===== src/rtl/clint_pkg.sv =====
// clint_pkg: constants and helpers shared by the CLINT timer and the CSR block.
//   - Register offsets relative to the CLINT base address.
//   - mip bit indices for the machine-level interrupt sources.
//   - Register-select enum and address decoder used by the bus logic.
package clint_pkg;

  // Register offsets from BASE_ADDR
  localparam logic [31:0] CLINT_MSIP        = 32'h0000_0000;
  localparam logic [31:0] CLINT_MTIMECMP_LO = 32'h0000_4000;
  localparam logic [31:0] CLINT_MTIMECMP_HI = 32'h0000_4004;
  localparam logic [31:0] CLINT_MTIME_LO    = 32'h0000_BFF8;
  localparam logic [31:0] CLINT_MTIME_HI    = 32'h0000_BFFC;

  // mip bit positions, shared with the CSR block
  localparam int unsigned MIP_MSIP = 3;
  localparam int unsigned MIP_MTIP = 7;
  localparam int unsigned MIP_MEIP = 11;

  // Decoded register select
  typedef enum logic [2:0] {
    RegNone,
    RegMsip,
    RegCmpLo,
    RegCmpHi,
    RegTimeLo,
    RegTimeHi
  } clint_reg_e;

  // Map a bus byte address to a register select; anything unmapped (including
  // addresses below the base, which wrap to huge offsets) decodes to RegNone.
  function automatic clint_reg_e clint_decode(input logic [31:0] addr,
                                              input logic [31:0] base);
    logic [31:0] off;
    clint_reg_e  sel;
    off = addr - base;
    case (off)
      CLINT_MSIP:        sel = RegMsip;
      CLINT_MTIMECMP_LO: sel = RegCmpLo;
      CLINT_MTIMECMP_HI: sel = RegCmpHi;
      CLINT_MTIME_LO:    sel = RegTimeLo;
      CLINT_MTIME_HI:    sel = RegTimeHi;
      default:           sel = RegNone;
    endcase
    return sel;
  endfunction

endpackage


===== src/rtl/sync_2ff.sv =====
// sync_2ff: two-flop synchronizer for asynchronous level inputs.
//   clk      - destination clock
//   reset_n  - asynchronous active-low reset, clears both stages
//   d        - asynchronous input, WIDTH bits (each bit synchronized independently)
//   q        - synchronized output, valid two edges after d settles
module sync_2ff #(
  parameter int unsigned WIDTH = 1
) (
  input  logic             clk,
  input  logic             reset_n,
  input  logic [WIDTH-1:0] d,
  output logic [WIDTH-1:0] q
);

  logic [WIDTH-1:0] r_meta;
  logic [WIDTH-1:0] r_sync;

  always_ff @(posedge clk or negedge reset_n) begin
    if (!reset_n) begin
      r_meta <= '0;
      r_sync <= '0;
    end else begin
      r_meta <= d;
      r_sync <= r_meta;
    end
  end

  assign q = r_sync;

endmodule


===== src/rtl/clint_timer.sv =====
// clint_timer: machine-level interrupt source (mtime/mtimecmp, msip, MEIP sync).
//   Parameters:
//     TICK_DIV  - core clocks per mtime increment (1..65535)
//     BASE_ADDR - bus base address of the register block
//   Bus:
//     bus_valid/bus_we/bus_addr/bus_wdata - request (always accepted, bus_ready comb.)
//     bus_rvalid/bus_rdata                - read response, one cycle after acceptance
//   Interrupts:
//     ext_irq_async - asynchronous external interrupt level
//     irq_timer     - MTIP, registered (mtime >= mtimecmp)
//     irq_soft      - MSIP, msip[0]
//     irq_ext       - MEIP, synchronized ext_irq_async
//   mtime_out       - current mtime for time/timeh CSR reads
module clint_timer
  import clint_pkg::*;
#(
  parameter int unsigned TICK_DIV  = 1,
  parameter logic [31:0] BASE_ADDR = 32'h0200_0000
) (
  input  logic        clk,
  input  logic        reset_n,
  input  logic        bus_valid,
  input  logic        bus_we,
  input  logic [31:0] bus_addr,
  input  logic [31:0] bus_wdata,
  output logic        bus_ready,
  output logic        bus_rvalid,
  output logic [31:0] bus_rdata,
  input  logic        ext_irq_async,
  output logic        irq_timer,
  output logic        irq_soft,
  output logic        irq_ext,
  output logic [63:0] mtime_out
);

  localparam logic [15:0] DivLast = 16'(TICK_DIV - 1);

  // State
  logic [15:0] r_div_cnt;
  logic [63:0] r_mtime;
  logic [63:0] r_mtimecmp;
  logic        r_msip;
  logic        r_irq_timer;
  logic        r_rvalid;
  logic [31:0] r_rdata;

  // Next-state / decode
  clint_reg_e  w_sel;
  logic        w_wr;
  logic        w_rd;
  logic        w_tick;
  logic [15:0] w_div_cnt_d;
  logic [63:0] w_mtime_d;
  logic [63:0] w_mtimecmp_d;
  logic        w_msip_d;
  logic [31:0] w_rdata_mux;

  assign w_sel = clint_decode(bus_addr, BASE_ADDR);
  assign w_wr  = bus_valid & bus_we;
  assign w_rd  = bus_valid & ~bus_we;

  // Prescaler: free-running, never disturbed by bus writes
  assign w_tick      = (r_div_cnt == DivLast);
  assign w_div_cnt_d = w_tick ? 16'd0 : r_div_cnt + 16'd1;

  // mtime: a write to either half wins over a coincident tick, and the other
  // half is frozen for that cycle so a software write never picks up a carry.
  always_comb begin
    w_mtime_d = r_mtime;
    if (w_wr && (w_sel == RegTimeLo)) begin
      w_mtime_d[31:0] = bus_wdata;
    end else if (w_wr && (w_sel == RegTimeHi)) begin
      w_mtime_d[63:32] = bus_wdata;
    end else if (w_tick) begin
      w_mtime_d = r_mtime + 64'd1;
    end
  end

  always_comb begin
    w_mtimecmp_d = r_mtimecmp;
    if (w_wr && (w_sel == RegCmpLo)) begin
      w_mtimecmp_d[31:0] = bus_wdata;
    end else if (w_wr && (w_sel == RegCmpHi)) begin
      w_mtimecmp_d[63:32] = bus_wdata;
    end
  end

  always_comb begin
    w_msip_d = r_msip;
    if (w_wr && (w_sel == RegMsip)) begin
      w_msip_d = bus_wdata[0];
    end
  end

  // Read mux samples pre-edge register values; unmapped offsets read 0
  always_comb begin
    w_rdata_mux = 32'd0;
    case (w_sel)
      RegMsip:   w_rdata_mux = {31'd0, r_msip};
      RegCmpLo:  w_rdata_mux = r_mtimecmp[31:0];
      RegCmpHi:  w_rdata_mux = r_mtimecmp[63:32];
      RegTimeLo: w_rdata_mux = r_mtime[31:0];
      RegTimeHi: w_rdata_mux = r_mtime[63:32];
      default:   w_rdata_mux = 32'd0;
    endcase
  end

  always_ff @(posedge clk or negedge reset_n) begin
    if (!reset_n) begin
      r_div_cnt   <= 16'd0;
      r_mtime     <= 64'd0;
      r_mtimecmp  <= 64'hFFFF_FFFF_FFFF_FFFF;
      r_msip      <= 1'b0;
      r_irq_timer <= 1'b0;
      r_rvalid    <= 1'b0;
      r_rdata     <= 32'd0;
    end else begin
      r_div_cnt   <= w_div_cnt_d;
      r_mtime     <= w_mtime_d;
      r_mtimecmp  <= w_mtimecmp_d;
      r_msip      <= w_msip_d;
      // Compare uses current register values: one cycle of latency, level output
      r_irq_timer <= (r_mtime >= r_mtimecmp);
      r_rvalid    <= w_rd;
      r_rdata     <= w_rd ? w_rdata_mux : 32'd0;
    end
  end

  sync_2ff #(
    .WIDTH(1)
  ) u_sync_ext (
    .clk    (clk),
    .reset_n(reset_n),
    .d      (ext_irq_async),
    .q      (irq_ext)
  );

  // Gated by reset so the handshake is dead while reset is asserted
  assign bus_ready  = bus_valid & reset_n;
  assign bus_rvalid = r_rvalid;
  assign bus_rdata  = r_rdata;
  assign irq_timer  = r_irq_timer;
  assign irq_soft   = r_msip;
  assign mtime_out  = r_mtime;

endmodule


===== config.mk =====
export PLATFORM = sky130hd
export DESIGN_NAME = clint_timer
export DESIGN_NICKNAME = d
export VERILOG_FILES = /design/src/rtl/clint_pkg.sv /design/src/rtl/sync_2ff.sv /design/src/rtl/clint_timer.sv
export SDC_FILE = /design/constraint.sdc
export NUM_CORES = 1
export LEC_CHECK = 0
export CAP_MARGIN = 20
export CORE_ASPECT_RATIO = 0.6
export CORE_MARGIN = 2
export CORE_UTILIZATION = 55
export CTS_BUF_LIST = sky130_fd_sc_hd__clkbuf_8 sky130_fd_sc_hd__clkbuf_16
export CTS_CLUSTER_SIZE = 30
export DETAILED_ROUTE_END_ITERATION = 6
export PLACE_DENSITY_LB_ADDON = 0.15
export SLEW_MARGIN = 20
export SYNTH_ARGS = -nofsm -noshare
export SYNTH_HDL_FRONTEND = slang
export SYNTH_SLANG_ARGS = --single-unit

===== constraint.sdc =====
create_clock -name clk -period 3.4 [get_ports clk]
set_clock_uncertainty 0.1 [all_clocks]
set_input_delay 0.34 -clock clk [delete_from_list [all_inputs] [get_ports clk]]
set_output_delay 0.34 -clock clk [all_outputs]
set_load 0.02 [all_outputs]

==> impl_metrics.tcl, run 1 <==
set metrics [dict create \
    cap_violations 0 \
    clock_path_buffers 2 \
    h-tree-depth 4 \
    wl_per_cell_um 20.1 \
    yosysSeqAreaShare 0.436 \
    slew_headroom 0.480 \
    viasPerCell 6.12 \
    yosysMostFrequentCell "nand2_1" \
    clk_latency_ps 440 \
    die_area_sq_um 20400 \
    track_usage 0.333 \
    die_x_um 183 \
    grt_pass1_vias 9799 \
    synth_cell_types 61 \
    initial_utilization 0.559 \
    cts_tree "built" \
    synthTopCellsByCount "nand2_1, o21ai_0, dfrtp_1, nand3_1, inv_1" \
    synthToLayoutAreaGrowth_pct 28.1 \
    insertedDiodeCount 0 \
    synthTopCellsByArea "dfrtp_1, dfstp_2, nand2_1" \
    tns_ps 0 \
    clkSlewWorstSetupHoldPaths_ps 70 \
    synth_top_area_cell "dfrtp_1" \
    synth_async_sr_flop_share 1.00 \
    setup_slack_ps 230 \
    cts.sink_count 181 \
    outcome "finished clean" \
    syn_area_per_cell_sq_um 8.87 \
    synthDominantCellAreaShare 0.277 \
    gr-total-overflow 0 \
    num_vias 10100 \
    final_cell_area_sq_um 13600 \
    dp_hpwl_um 24200 \
    required_ps 3630 \
    hold_path_class "in2reg" \
    yosys_warnings 0 \
    crit_fanout 19 \
    netlist_instances 1193 \
    num_rows 39 \
    peakVddDrop_mv 0.343 \
    io_buffer_count 169 \
    place_area_sq_um 12900 \
    post_cts_buffers 0 \
    die-height_um 111 \
    period_minus_slack_ps 3170 \
    fillers 1461 \
    drv_slew 0 \
    gp_congestion 0.901 \
    r2r.worst_path.cells 11 \
    ys_ff_latch 181 \
    setup_viol_count_final 0 \
    grt_start_max_net_pins 136 \
    antenna_found_initial 0 \
    rsz0062_at_grt "no" \
    pwr_density_cell_nw_per_um2 323 \
    drt-total-wl_um 33000 \
    critical_path_class "reg2reg" \
    drt_iter0_drc 1029 \
    finalHoldViolCount 0 \
    synth_nets 1330 \
    cts-root-buf "clkbuf_16" \
    synth_edf_count 0 \
    finalCritPeriodShare 0.932 \
    r2r_slack_ps 230 \
    synth_ff_type "dfrtp_1" \
    fmax_ghz 0.315 \
    critical_path_arrival_ps 3400 \
    syn-cell-area_sq_um 10600 \
    drive_above_1_share 0.127 \
    grt_pass1_wl_um 52800 \
    multi_input_area_sq_um 5440 \
    fin_nets 1520 \
    place_ws_ps 54.7 \
    antenna_left 0 \
    placeableCoreArea_sq_um 18900 \
    startpoint_type "flip-flop" \
    holdPathStages 1 \
    io_pins 170 \
    holdWs_ps 241 \
    drc 0 \
    crit_path_end_kind "flip-flop" \
    p_leak_uw 0.00602 \
    seq_area_sq_um 4610 \
    numCtsBuffers 17 \
    worst_pin_slew_ps 781 \
    dr.pass1.iters 5 \
]
timing repair:
action,in CTS,in global routing
hold buffers,1,0
endpoints found under the hold margin,24,0
endpoints found under the setup margin,0,5
gates resized for setup,0,1
where the power goes:
group	total, uW	internal [uW]	switching [uW]
logic	182	85.5	96.6
registers	2160	2160	0.429
clock network	2040	1180	853
critical path: stages (launching register included):
cell	delay (ps)
dfrtp_1	420
inv_1	90
ha_1	170
nor4b_1	300
nand4_1	210
buf_4	280
nor3_1	400
o2111ai_2	260
buf_12	230
nor4_1	320
mux2i_1	120
a21o_1	160
state kept, by name, indices dropped and copies added (netlist names):
name,cells
mtime_out,64
r_mtimecmp,64
bus_rdata,32
r_div_cnt,16
bus_rvalid,1
irq_soft,1
irq_timer,1
u_sync_ext.q,1
u_sync_ext.r_meta,1
final cells by class:
type                       instances  area share
multi-input combinational        870       0.401
clock buffer                      19      0.0334
inverter                          79      0.0219
sequential                       181       0.340
timing repair buffer             234       0.170
tap                              246      0.0227
clock inverter                    13      0.0105
cell families (layout without fill, tap and decap cells):
kind of cell               after synthesis  after routing  synth area share
and+or+nand+nor                        491            491             0.224
AOI/OAI and AO/OA                      239            239             0.144
DFF                                    181            181             0.436
buffers and inverters                  142            345            0.0550
adders and majority gates               68             68            0.0804
xor gates and xnor gates                64             64            0.0530
muxes                                    8              8           0.00804
cell usage in the layout, fill, tap and decap left out, drive strengths merged, types with 3 or more instances in the layout:
master         instances
a2111oi                3
a211oi                 5
a21o                  23
a21oi                 18
a31oi                  3
a41oi                 31
and2                  15
and3                  17
and4                   6
buf                   65
bufinv                 3
clkbuf                19
clkdlybuf4s50        168
dfrtp                117
dfstp                 64
ha                    68
inv                   85
mux2                   4
mux2i                  4
nand2                229
nand2b                 5
nand3                 94
nand4                 34
nor2                  23
nor2b                  3
nor3                  19
nor4                  26
nor4b                  3
o211ai                 3
o21ai                122
o311ai                 7
o31ai                  3
o41ai                  7
or2b                   3
or4                    6
xnor2                 34
xor2                  30
through the flow:
step,total power (uW),util,std cells
after global placement,2380,0.684,1609
after floorplan,2210,-,1193
after CTS,4400,0.716,1642
after global routing,4520,0.716,1642
final,4380,0.716,1642
after detailed placement,2380,0.684,1609
final timing paths:
kind / start / to
hold / removal: ext_irq_async / u_sync_ext.r_meta
min in group asynchronous: reset_n / bus_rdata[7]
setup / recovery: r_div_cnt[0] / mtime_out[60]
setup reg to reg: r_div_cnt[0] / mtime_out[60]
max in group asynchronous: reset_n / mtime_out[51]
hold reg to reg: u_sync_ext.r_meta / u_sync_ext.q
routing by layer:
metal	vias up	global-route usage	routed length, um
li1	4612	-	-
met1	4785	0.499	14800
met2	613	0.468	13500
met3	40	0.107	4170
met4	0	0.0779	399
met5	-	0	0
(Power assumes the default switching activity.)
==> run 2: changes to the inputs <==
ABC_AREA = 1   (was default)
CORE_ASPECT_RATIO = 0.7   (was 0.6)
CORE_UTILIZATION = 57   (was 55)
==> run 2 against run 1 <==
Flip-flop and latch count unchanged. Global-route usage is 6.1 points higher. Utilization decreased by 1.9 points. Total power rose by 3.8%. Maximum frequency grew 10%. Register-to-register slack better by 290 ps. Sequential power about the same. Cell area increased by 16%. Combinational power rose by 28%. Routed wire length up 42%.
==> impl_metrics.tcl, run 2 <==
set metrics [dict create \
    outcome "finished clean" \
    synthTopCellsByArea "dfrtp_1, nand2_1, dfstp_2" \
    dp_hpwl_um 34700 \
    hold_path_class "in2reg" \
    r2r_end "mtime_out[58]" \
    io_buffer_count 169 \
    drt_iter0_drc 1846 \
    grt_pass1_wl_um 72100 \
    yosys_warnings 0 \
    clk_latency_ps 450 \
    drt-total-wl_um 46600 \
    cts.sink_count 181 \
    slew_headroom 0.435 \
    num_rows 46 \
    syn-cell-area_sq_um 13000 \
    placeableCoreArea_sq_um 22600 \
    syn_area_per_cell_sq_um 6.73 \
    ys_ff_latch 181 \
    grt_pass1_vias 13000 \
    synth_async_sr_flop_share 1.00 \
    io_pins 170 \
    finalCritPeriodShare 0.848 \
    yosysSeqAreaShare 0.354 \
    required_ps 3640 \
    synthDominantCellAreaShare 0.225 \
    holdPathStages 1 \
    die_x_um 185 \
    netlist_instances 1934 \
    setup_viol_count_final 0 \
    drc 0 \
    synthToLayoutAreaGrowth_pct 20.8 \
    critical_path_arrival_ps 3120 \
    synth_top_area_cell "dfrtp_1" \
    critical_path_class "reg2reg" \
    crit_path_end_kind "flip-flop" \
    final_cell_mix "nand2_1, nor2_1, inv_1" \
    synth_cell_types 35 \
    insertedDiodeCount 0 \
    total_power_uw 4540 \
    drive_above_1_share 0.0752 \
    startpoint_type "flip-flop" \
    drv_slew 0 \
    clock_path_buffers 2 \
    pwr_density_cell_nw_per_um2 289 \
    timing.rr.start "mtime_out[1]" \
    synthTopCellsByCount "nand2_1, nor2_1, inv_1, nand3_1, dfrtp_1" \
    viasPerCell 5.85 \
    hold_start "ext_irq_async" \
    r2r.worst_path.cells 13 \
    tns_ps 0 \
    antenna_found_initial 0 \
    grt_start_max_net_pins 88 \
    period_minus_slack_ps 2880 \
    r2r_slack_ps 520 \
    cap_violations 0 \
    worst_pin_slew_ps 848 \
    die_area_sq_um 24100 \
    synth_edf_count 0 \
    track_usage 0.394 \
    num_vias 14100 \
    wl_per_cell_um 19.3 \
    numCtsBuffers 17 \
    p_leak_uw 0.00761 \
    die-height_um 130 \
    worstHoldEndpoint "u_sync_ext.r_meta" \
    gr-total-overflow 0 \
    final_util 0.697 \
    synth_nets 2071 \
    fin_nets 2224 \
    dr.pass1.iters 6 \
    peakVddDrop_mv 0.350 \
    gp_congestion 1.06 \
    cts-root-buf "clkbuf_16" \
    antenna_left 0 \
    layout_commonest_cell "nand2_1" \
    yosysMostFrequentCell "nand2_1" \
    synth_ff_type "dfrtp_1" \
    crit_fanout 6 \
    initial_utilization 0.577 \
    h-tree-depth 4 \
    rsz0062_at_grt "no" \
    finalHoldViolCount 0 \
    clkSlewWorstSetupHoldPaths_ps 70 \
    cts_tree "built" \
    fmax_ghz 0.347 \
]
==> run 2: changes by cell type in the layout (fill, tap and decap cells not counted), moves of 54 or more <==
cell	change
nand2_1	+281
nor2_1	+285
nand4_1	+54
o21ai_0	-79
nand3_1	+103
o21ai_1	+54
inv_1	+148
==> run 2: kinds of logic after synthesis <==
kind of cell    share of synthesized area
simple gates                        0.375
compound gates                     0.0682
xor+xnor                           0.0410
flops                               0.354
fa+ha+maj                          0.0654
buf+inv                            0.0962
==> run 2: timing repair <==
action                                 in CTS  in global routing
resized for setup                           0                  0
hold buffers                                1                  0
buffers inserted                            0                  0
endpoints found under the hold margin      29                  0
==> run 2: stage by stage <==
stage	instances	cell area [sq um]	setup WS [ps]	hold WS, ps
floorplan	1934	13000	1200	-55.6
global placement	2379	15100	320	157
detailed placement	2379	15100	221	160
CTS	2412	15700	671	219
global route	2412	15700	424	223
finish	2412	15700	517	233
==> run 2: metal layers <==
| metal | vias to the layer above | share of wire | track usage |
|---|---|---|---|
| met1 | 6622 | 0.43 | 0.575 |
| met4 | 0 | 0.028 | 0.122 |
| met5 | - | 0 | 0 |
| met3 | 123 | 0.11 | 0.0762 |
| met2 | 860 | 0.43 | 0.595 |
| li1 | 6505 | - | - |
==> run 2: final cells by class <==
class / instances / area [sq um]
clock inverter: 14 / 189
multi-input combinational: 1439 / 7160
timing repair buffer: 207 / 2030
inverter: 241 / 905
tap: 312 / 390
sequential: 181 / 4610
fill: 1999 / 6840
clock buffer: 18 / 439
==> run 2: worst max path at each step <==
stage          slack [ps]    startpoint  cells past startpoint            end
2_1_floorplan        1200  mtime_out[0]                     14  mtime_out[46]
3_3_place_gp          320  bus_addr[25]                     14  mtime_out[46]
3_5_place_dp          220  bus_addr[25]                     14  mtime_out[47]
4_1_cts               670  bus_addr[25]                     13  r_mtimecmp[8]
5_1_grt               420  bus_addr[25]                     14  mtime_out[61]
6_report              520  mtime_out[1]                     13  mtime_out[58]
==> run 2: worst max-delay path, stage by stage, from the launching register on <==
cell and delay, ps:
dfrtp_1 520, ha_1 320, nand3_1 270, inv_2 170, nand2_1 170, nor2_2 240
nand2_1 230, nor2_1 270, xor2_1 170, nand2_1 60, nand2_1 70, inv_1 40
nor2_1 80, nor2_1 60
==> run 2: where the power goes <==
| part | internal [uW] | leakage (uW) | total (uW) | switching [uW] |
|---|---|---|---|---|
| clock | 1250 | 0.000312 | 2150 | 902 |
| combinational | 95.4 | 0.00520 | 233 | 137 |
| sequential | 2160 | 0.00210 | 2160 | 0.433 |
| total | 3500 | 0.00761 | 4540 | 1040 |
